### src/rtl/ttq_pkg.sv
// Shared constants, FSM state encoding and count helper for the ttq_reader block.
package ttq_pkg;

  localparam int TTQ_DATA_W_DEF = 64;
  localparam int TTQ_WINDOW_DEF = 4;
  localparam int TTQ_COUNT_W    = 8;

  typedef enum logic [1:0] {
    TTQ_IDLE = 2'd0,
    TTQ_POP  = 2'd1,
    TTQ_ACK  = 2'd2
  } ttq_state_e;

  // Saturating live-entry count step; a simultaneous push and pop cancel out.
  function automatic logic [TTQ_COUNT_W-1:0] ttq_count_step(
    input logic [TTQ_COUNT_W-1:0] cur,
    input logic                   inc,
    input logic                   dec
  );
    logic [TTQ_COUNT_W-1:0] nxt;
    nxt = cur;
    if (inc && !dec && (cur != '1)) begin
      nxt = cur + 1'b1;
    end else if (dec && !inc && (cur != '0)) begin
      nxt = cur - 1'b1;
    end
    return nxt;
  endfunction

endpackage

### src/rtl/ttq_accum.sv
// Running sum (and optional live count, TTQ_READER_COUNT_EN) of queue entries.
module ttq_accum
  import ttq_pkg::*;
#(
  parameter int DATA_W = TTQ_DATA_W_DEF
) (
  input  logic                   clk,
  input  logic                   rst,
  input  logic                   en,
  input  logic                   push_valid,
  input  logic [DATA_W-1:0]      push_data,
  input  logic                   pop_valid,
  input  logic [DATA_W-1:0]      pop_data,
`ifdef TTQ_READER_COUNT_EN
  output logic [TTQ_COUNT_W-1:0] count,
`endif
  output logic [DATA_W-1:0]      sum
);

  logic [DATA_W-1:0] add_term;
  logic [DATA_W-1:0] sub_term;

  assign add_term = push_valid ? push_data : '0;
  assign sub_term = pop_valid  ? pop_data  : '0;

  // Wraps modulo 2^DATA_W; push and pop in the same cycle land as one update.
  always_ff @(posedge clk or posedge rst) begin
    if (rst) begin
      sum <= '0;
    end else if (en) begin
      sum <= sum + add_term - sub_term;
    end
  end

`ifdef TTQ_READER_COUNT_EN
  always_ff @(posedge clk or posedge rst) begin
    if (rst) begin
      count <= '0;
    end else if (en) begin
      count <= ttq_count_step(count, push_valid, pop_valid);
    end
  end
`endif

endmodule

### src/rtl/ttq_reader.sv
// Expires queue heads older than WINDOW cycles; optional count port via TTQ_READER_COUNT_EN.
// States: IDLE wait for expired head | POP hold pop until pop_valid | ACK one-cycle expiry pulse
module ttq_reader
  import ttq_pkg::*;
#(
  parameter int WINDOW = TTQ_WINDOW_DEF,
  parameter int DATA_W = TTQ_DATA_W_DEF
) (
  input  logic                   clk,
  input  logic                   rst,
  input  logic                   en,
  input  logic                   push_valid,
  input  logic [DATA_W-1:0]      push_data,
  input  logic                   head_valid,
  input  logic [63:0]            head_wait,
  output logic                   pop,
  input  logic                   pop_valid,
  input  logic [DATA_W-1:0]      pop_data,
  output logic                   expired_valid,
  output logic [DATA_W-1:0]      expired_data,
  output logic [DATA_W-1:0]      sum,
`ifdef TTQ_READER_COUNT_EN
  output logic [TTQ_COUNT_W-1:0] count,
`endif
  output logic                   busy
);

  localparam logic [1:0] S_IDLE = TTQ_IDLE;
  localparam logic [1:0] S_POP  = TTQ_POP;
  localparam logic [1:0] S_ACK  = TTQ_ACK;

  localparam logic signed [63:0] WIN_S = 64'(WINDOW);

  logic [1:0] state;
  logic [1:0] state_nx;
  logic       head_expired;

  // Signed compare so a negative age never counts as expired.
  assign head_expired = head_valid && ($signed(head_wait) >= WIN_S);

  always_comb begin
    state_nx = state;
    case (state)
      S_IDLE: if (head_expired) state_nx = S_POP;
      S_POP: begin
        if (pop_valid) begin
          state_nx = S_ACK;
        end else if (!head_valid) begin
          state_nx = S_IDLE;
        end
      end
      S_ACK:   state_nx = S_IDLE;
      default: state_nx = S_IDLE;
    endcase
  end

  always_ff @(posedge clk or posedge rst) begin
    if (rst) begin
      state         <= S_IDLE;
      pop           <= 1'b0;
      busy          <= 1'b0;
      expired_valid <= 1'b0;
      expired_data  <= '0;
    end else if (!en) begin
      pop           <= 1'b0;
      expired_valid <= 1'b0;
    end else begin
      state         <= state_nx;
      pop           <= (state_nx == S_POP);
      busy          <= (state_nx != S_IDLE);
      expired_valid <= (state == S_POP) && pop_valid;
      if ((state == S_POP) && pop_valid) begin
        expired_data <= pop_data;
      end
    end
  end

  ttq_accum #(
    .DATA_W(DATA_W)
  ) u_accum (
    .clk        (clk),
    .rst        (rst),
    .en         (en),
    .push_valid (push_valid),
    .push_data  (push_data),
    .pop_valid  (pop_valid),
    .pop_data   (pop_data),
`ifdef TTQ_READER_COUNT_EN
    .count      (count),
`endif
    .sum        (sum)
  );

endmodule

### config.mk
export PLATFORM = sky130hd
export DESIGN_NAME = ttq_reader
export DESIGN_NICKNAME = d
export VERILOG_FILES = /design/src/rtl/ttq_pkg.sv /design/src/rtl/ttq_accum.sv /design/src/rtl/ttq_reader.sv
export SDC_FILE = /design/constraint.sdc
export NUM_CORES = 1
export LEC_CHECK = 0
export CORE_MARGIN = 2
export CORE_UTILIZATION = 51
export DETAILED_ROUTE_END_ITERATION = 8
export PLACE_DENSITY_LB_ADDON = 0.25
export SETUP_SLACK_MARGIN = 0.1
export SLEW_MARGIN = 0
export SYNTH_ARGS = -nofsm -noshare
export SYNTH_HDL_FRONTEND = slang
export SYNTH_SLANG_ARGS = --single-unit
### constraint.sdc
create_clock -name clk -period 7.8 [get_ports clk]
set_input_delay 0.78 -clock clk [delete_from_list [all_inputs] [get_ports clk]]
set_output_delay 0.78 -clock clk [all_outputs]
set_load 0.01 [all_outputs]
==> impl_metrics.py, run 1 <==
metrics = {
    "timing": {
        "finalCritPeriodShare": 0.6705,
        "setup_tns_ns": 0,
        "slew_violations": 0,
        "setup_viol": 0,
        "fmax_ghz": 0.1912,
        "hold_viol": 0,
        "finClkSkew_ns": 0.01218,
        "worst_pin_slew_ns": 0.8478,
        "timing.hold.ws_ns": 0.4731,
        "rsz0062_at_grt": "false",
        "relSlewSlack": 0.4348,
        "final.min_clock_period_ns": 5.230,
    },
    "synth": {
        "synth_cells": 1408,
        "synth_nets": 1733,
        "yosysSeqAreaShare": 0.2950,
        "synth_area_leaders": "dfrtp_1 29%, nand2_1 11%, fa_1 11%, ha_1 7.1%, inv_1 6.3%",
        "synth_seq_cells": 133,
        "yosysWarnings": 0,
        "syn_area_per_cell_sq_um": 8.014,
        "ys_types": 64,
        "async_flop_share": 1.000,
        "synth_top_cell_area_share": 0.2950,
        "synthFlopType": "dfrtp_1",
        "syn_area_sq_mm": 0.01128,
        "synth_top_area_cell": "dfrtp_1",
        "synth_edf_count": 0,
    },
    "finish": {
        "drive_gt1_frac": 0.03702,
        "final_nets": 2014,
        "fin_area_sq_mm": 0.01529,
        "utilization": 0.7028,
        "area_delta_synth_final_pct": 35.52,
    },
    "cts": {
        "postCtsSetupBuffers": 0,
        "htreeDepth": 4,
        "ctsHoldBuffers": 0,
        "clkLatencyLatePin_ns": 0.43,
        "cts_tree": "yes",
        "cts-resized-gates": 0,
        "cts-root-buf": "clkbuf_16",
        "clk_pin_slew_ns": 0.06,
        "clk_path_buf_depth": 2,
        "numCtsBuffers": 17,
        "clock_sinks": 133,
    },
    "placement": {
        "routabilityCongestion": 0.9378,
        "place_area_sq_mm": 0.01467,
        "portBuffers": 326,
        "post-dp-hpwl_mm": 25.77,
    },
    "global_routing": {
        "grt_pass1_vias": 10980,
        "antenna_found_initial": 5,
        "grt_overflow": 0,
        "grt_usage": 0.2940,
        "grt_max_degree": 85,
        "grt_first_pass_wirelength_mm": 55.77,
    },
    "worst_setup_path": {
        "worst_ep_required_time_ns": 8.10,
        "cp_max_fo": 41,
        "crit_arrival_ns": 5.53,
        "crit_chain": "buf_2, nand2_1, fa_1, inv_1, ha_1, nor2b_1, o211ai_1, a31oi_1, a221o_1, a2111oi_4, o21ai_1, a31oi_2, a31oi_1, nor4b_1, or3_1",
        "cpMaxStageDelayCell": "buf_2",
        "critical_path_buf_inv_count": 2,
        "path_class": "in -> reg",
        "end_kind": "register",
        "start_kind": "input port",
        "r2r_slack_ns": 3.27,
        "cp_top_family": "compound AO/OA/AOI/OAI gates",
        "critPathMaxStageDelay_ns": 0.61,
        "cpMostUsedCell": "a31oi_1",
    },
    "route": {
        "firstDrtPassIters": 5,
        "drc": 0,
        "antenna_violating_nets_post_route": 0,
        "viasPerCell": 5.437,
        "num_vias": 10800,
        "post_drt_wl_per_cell_microns": 17.17,
        "routed_wirelength_mm": 34.13,
        "drt-initial-drc-count": 655,
    },
    "floorplanning": {
        "die_w_microns": 152.7,
        "die_h_microns": 152.7,
        "std_cell_rows": 54,
        "core_area_sq_mm": 0.02176,
        "io_pins": 329,
        "die_area_sq_mm": 0.02333,
        "initial_utilization": 0.5186,
    },
    "pwr": {
        "total_power_mw": 6.971,
        "p_per_area_mw_per_mm2": 455.9,
        "vdd_drop_max_v": 0.0001940,
        "leakagePower_nw": 7.309,
    },
    "status": {
        "status": "completed",
    },
    "flow_run": {
        "drv_cap": 0,
    },
    "min_path": {
        "hold_class": "reg -> reg",
    },
}
[final timing paths]
kind	startpoint	depth (start not counted)	endpoint
setup / recovery	push_valid	15	u_accum.sum[50]$_DFFE_PP0P_
hold / removal	expired_data[47]$_DFFE_PP0P_	2	expired_data[47]$_DFFE_PP0P_
setup reg to reg	u_accum.sum[2]$_DFFE_PP0P_	14	u_accum.sum[50]$_DFFE_PP0P_
hold reg to reg	expired_data[47]$_DFFE_PP0P_	2	expired_data[47]$_DFFE_PP0P_
max in group asynchronous	rst	3	u_accum.sum[36]$_DFFE_PP0P_
min in group asynchronous	rst	2	expired_data[61]$_DFFE_PP0P_
[registers in the layout, indices dropped and copies added (netlist names)]
signal and count:
expired_data 64, expired_valid 1, pop 1, state 2
busy 1, u_accum.sum 64
[per-layer routing]
| layer | vias to the layer above | routed length, microns | track usage | part of all wire |
|---|---|---|---|---|
| li1 | 5162 | - | - | - |
| met1 | 5111 | 13830 | 0.3600 | 0.41 |
| met2 | 458 | 16680 | 0.5069 | 0.49 |
| met3 | 72 | 2434 | 0.06200 | 0.071 |
| met4 | 0 | 1183 | 0.1190 | 0.035 |
| met5 | - | 0 | 0 | 0 |
[stage by stage]
stage | std cells | setup WS [ns]
finish | 1987 | 2.570
global route | 1986 | 2.361
CTS | 1982 | 2.673
detailed placement | 1950 | 2.240
global placement | 1950 | 2.302
floorplan | 1408 | 3.029
[power by group]
part | leakage [nW] | internal [mW] | switching, mW
Clock | 0.294 | 0.522 | 0.336
Sequential | 1.63 | 1.00 | 0.173
Combinational | 5.38 | 2.17 | 2.77
[cell usage after synthesis (3+ instances only)]
library cell and count:
nand2_1 339, inv_1 189, dfrtp_1 133, a21oi_1 73
and2_1 67, ha_1 64, fa_1 63, o21ai_0 60
clkbuf_1 51, nor2_1 39, xnor2_1 37, a21o_1 35
nand4_1 26, nand3_1 23, nor4_1 20, xor2_1 19
mux2i_1 17, nor3_1 11, a31oi_1 9, o211ai_1 9
buf_1 8, buf_2 8, nor2b_1 8, o21bai_1 8
mux2_2 7, nand2b_1 7, o31ai_1 6, a211oi_1 5
o21a_1 5, and3_1 4, or3_1 4, a211o_1 3
a21boi_0 3, nand4b_1 3, o221a_2 3, o41ai_1 3
or2_2 3
[tightest hold or removal path: stages, from the launching register on]
cell	delay, ns
dfrtp_1	0.34
nand2_1	0.05
nand2_1	0.05
[layout by cell type, fill, tap and decap left out, types with 7 or more instances in the layout]
| master | count |
|---|---|
| a21o_1 | 35 |
| a21oi_1 | 73 |
| a31oi_1 | 9 |
| and2_1 | 67 |
| clkbuf_16 | 17 |
| clkdlybuf4s50_1 | 323 |
| dfrtp_1 | 133 |
| fa_1 | 63 |
| ha_1 | 64 |
| inv_1 | 187 |
| mux2_2 | 7 |
| mux2i_1 | 17 |
| nand2_1 | 339 |
| nand2b_1 | 7 |
| nand3_1 | 22 |
| nand4_1 | 26 |
| nor2_1 | 39 |
| nor2b_1 | 8 |
| nor3_1 | 11 |
| nor4_1 | 20 |
| o211ai_1 | 9 |
| o21ai_0 | 60 |
| o21bai_1 | 8 |
| xnor2_1 | 37 |
| xor2_1 | 19 |
[cell families after synthesis]
family / after synthesis / synth area share
AO/OA/AOI/OAI: 246 / 0.1424
XOR/XNOR: 56 / 0.04347
adder cells (fa/ha/maj): 127 / 0.1827
buffers and inverters: 259 / 0.08727
flip-flops: 133 / 0.2950
multiplexers: 24 / 0.02207
AND/OR/NAND/NOR: 563 / 0.2271
[cell type report]
cell class | instances | area (sq um)
multi-input combinational | 1016 | 6983
fill | 1757 | 6465
sequential | 133 | 3328
timing repair buffer | 331 | 3288
inverter | 190 | 718.2
clock buffer | 21 | 460.4
tap | 280 | 350.3
clock inverter | 11 | 150.1
antenna | 5 | 12.51
Note: power is estimated with default switching activity, not from simulation.
==> inputs of run 2 (changes only) <==
- CORE_UTILIZATION: 51 -> 44
- clock period: 7.8 -> 4.7 ns (I/O delays scaled with it)
==> impl_metrics.py, run 2 (synthesized netlist as in run 1, its figures left out) <==
metrics = {
    "route": {
        "routed_wirelength_mm": 34.73,
        "antenna_violating_nets_post_route": 0,
        "drc": 0,
        "drt-initial-drc-count": 771,
        "post_drt_wl_per_cell_microns": 16.63,
        "firstDrtPassIters": 5,
        "num_vias": 10860,
        "viasPerCell": 5.199,
    },
    "timing": {
        "hold_viol": 0,
        "rsz0062_at_grt": "false",
        "relSlewSlack": 0.4821,
        "fmax_ghz": 0.2321,
        "worst_pin_slew_ns": 0.7768,
        "setup_viol": 0,
        "finClkSkew_ns": 0.007399,
        "timing.hold.ws_ns": 0.4681,
        "slew_violations": 0,
        "final.min_clock_period_ns": 4.309,
        "finalCritPeriodShare": 0.9169,
    },
    "floorplanning": {
        "die_w_microns": 164.1,
        "initial_utilization": 0.4481,
        "std_cell_rows": 58,
        "core_area_sq_mm": 0.02518,
        "die_h_microns": 164.1,
        "die_area_sq_mm": 0.02694,
        "io_pins": 329,
    },
    "finish": {
        "drive_gt1_frac": 0.06834,
        "final_nets": 2070,
        "area.sequential_sq_mm": 0.003328,
        "fin_area_sq_mm": 0.01578,
        "reg_top3": "expired_data: 64 flops, u_accum.sum: 64 flops, state: 2 flops",
        "final_common_cell": "nand2_1",
        "area_delta_synth_final_pct": 39.89,
        "fillers": 2173,
        "final_cell_mix": "339 x nand2_1, 323 x clkdlybuf4s50_1, 187 x inv_1",
        "utilization": 0.6268,
        "multi_input_area_sq_mm": 0.007003,
    },
    "global_routing": {
        "met2_usage": 0.4391,
        "grt_max_degree": 65,
        "grt_usage": 0.2569,
        "grt_first_pass_wirelength_mm": 54.63,
        "grt_overflow": 0,
        "use_met3": 0.05455,
        "busiest_layer": "met2",
        "grt_pass1_vias": 10880,
        "grtUsageMet1": 0.3155,
        "antenna_found_initial": 2,
    },
    "worst_setup_path": {
        "worst_ep_required_time_ns": 4.98,
        "end_kind": "register",
        "start_kind": "input port",
        "path_class": "in -> reg",
        "cp_max_fo": 4,
        "crit_arrival_ns": 4.59,
    },
    "placement": {
        "post-dp-hpwl_mm": 26.68,
        "portBuffers": 326,
        "place_area_sq_mm": 0.01516,
        "routabilityCongestion": 0.9226,
    },
    "min_path": {
        "hold_class": "in -> async",
    },
    "cts": {
        "clkLatencyLatePin_ns": 0.43,
        "numCtsBuffers": 17,
        "clock_sinks": 133,
        "clk_pin_slew_ns": 0.06,
        "cts_tree": "yes",
        "cts-resized-gates": 0,
        "cts-root-buf": "clkbuf_16",
        "clk_path_buf_depth": 2,
        "ctsHoldBuffers": 0,
        "htreeDepth": 4,
        "postCtsSetupBuffers": 0,
    },
    "pwr": {
        "p_per_area_mw_per_mm2": 768.3,
        "leakagePower_nw": 7.574,
        "vdd_drop_max_v": 0.0003211,
        "total_power_mw": 12.13,
    },
    "status": {
        "status": "completed",
    },
    "flow_run": {
        "drv_cap": 0,
    },
}
## run 2: changes by cell type in the layout (fill, tap and decap cells not counted), moves of 2 or more
cell	before	now
buf_4	6	61
diode_2	5	2
clkbuf_1	2	0
clkinvlp_4	2	4
## run 2: final timing paths
kind / from / to / slack, ns / cells after the start
min in group clk: expired_data[4]$_DFFE_PP0P_ / expired_data[4]$_DFFE_PP0P_ / 0.47 / 2
hold / removal: rst / expired_data[15]$_DFFE_PP0P_ / 0.47 / 2
setup / recovery: pop_data[1] / u_accum.sum[54]$_DFFE_PP0P_ / 0.39 / 14
max in group asynchronous: rst / u_accum.sum[35]$_DFFE_PP0P_ / 3.25 / 3
setup reg to reg: u_accum.sum[1]$_DFFE_PP0P_ / u_accum.sum[54]$_DFFE_PP0P_ / 0.58 / 13
hold reg to reg: expired_data[4]$_DFFE_PP0P_ / expired_data[4]$_DFFE_PP0P_ / 0.47 / 2
## run 2: area by class of cell
type | count | share of cell area
multi-input cells | 1016 | 0.4437
repair buffers | 387 | 0.2358
flip-flops and latches | 133 | 0.2109
inverters | 190 | 0.04550
clock buffers | 18 | 0.02782
well taps | 330 | 0.02616
clock inverters | 12 | 0.009909
diodes | 2 | 0.0003171
## run 2: where the power goes
group,total (mW),switching (mW),internal [mW]
Combinational,8.76,4.73,4.03
Sequential,1.95,0.287,1.66
Clock,1.42,0.578,0.844
## run 2: through the flow
step                cells  setup TNS (ns)  setup slack (ns)
global route         2087               0            0.1657
CTS                  2086               0            0.3488
floorplan            1408               0            0.2393
detailed placement   2056         -0.1704          -0.07013
global placement     2056        -0.06766          -0.06532
finish               2088               0            0.3906
## run 2: per-layer routing
metal | vias to the layer above | wire length (microns)
met5 | - | 0
li1 | 5268 | -
met4 | 0 | 1141
met3 | 56 | 2499
met2 | 406 | 16440
met1 | 5126 | 14660
## run 2: worst max-delay path, cell delays in order
cell	delay (ns)
clkdlybuf4s50_1	0.49
and2_1	0.17
fa_1	0.48
fa_1	0.48
nor2b_1	0.17
o211ai_1	0.14
a31oi_1	0.34
a221o_1	0.33
a2111oi_4	0.12
o21ai_1	0.27
a31oi_2	0.24
o311ai_1	0.61
xnor2_1	0.19
mux2i_1	0.09
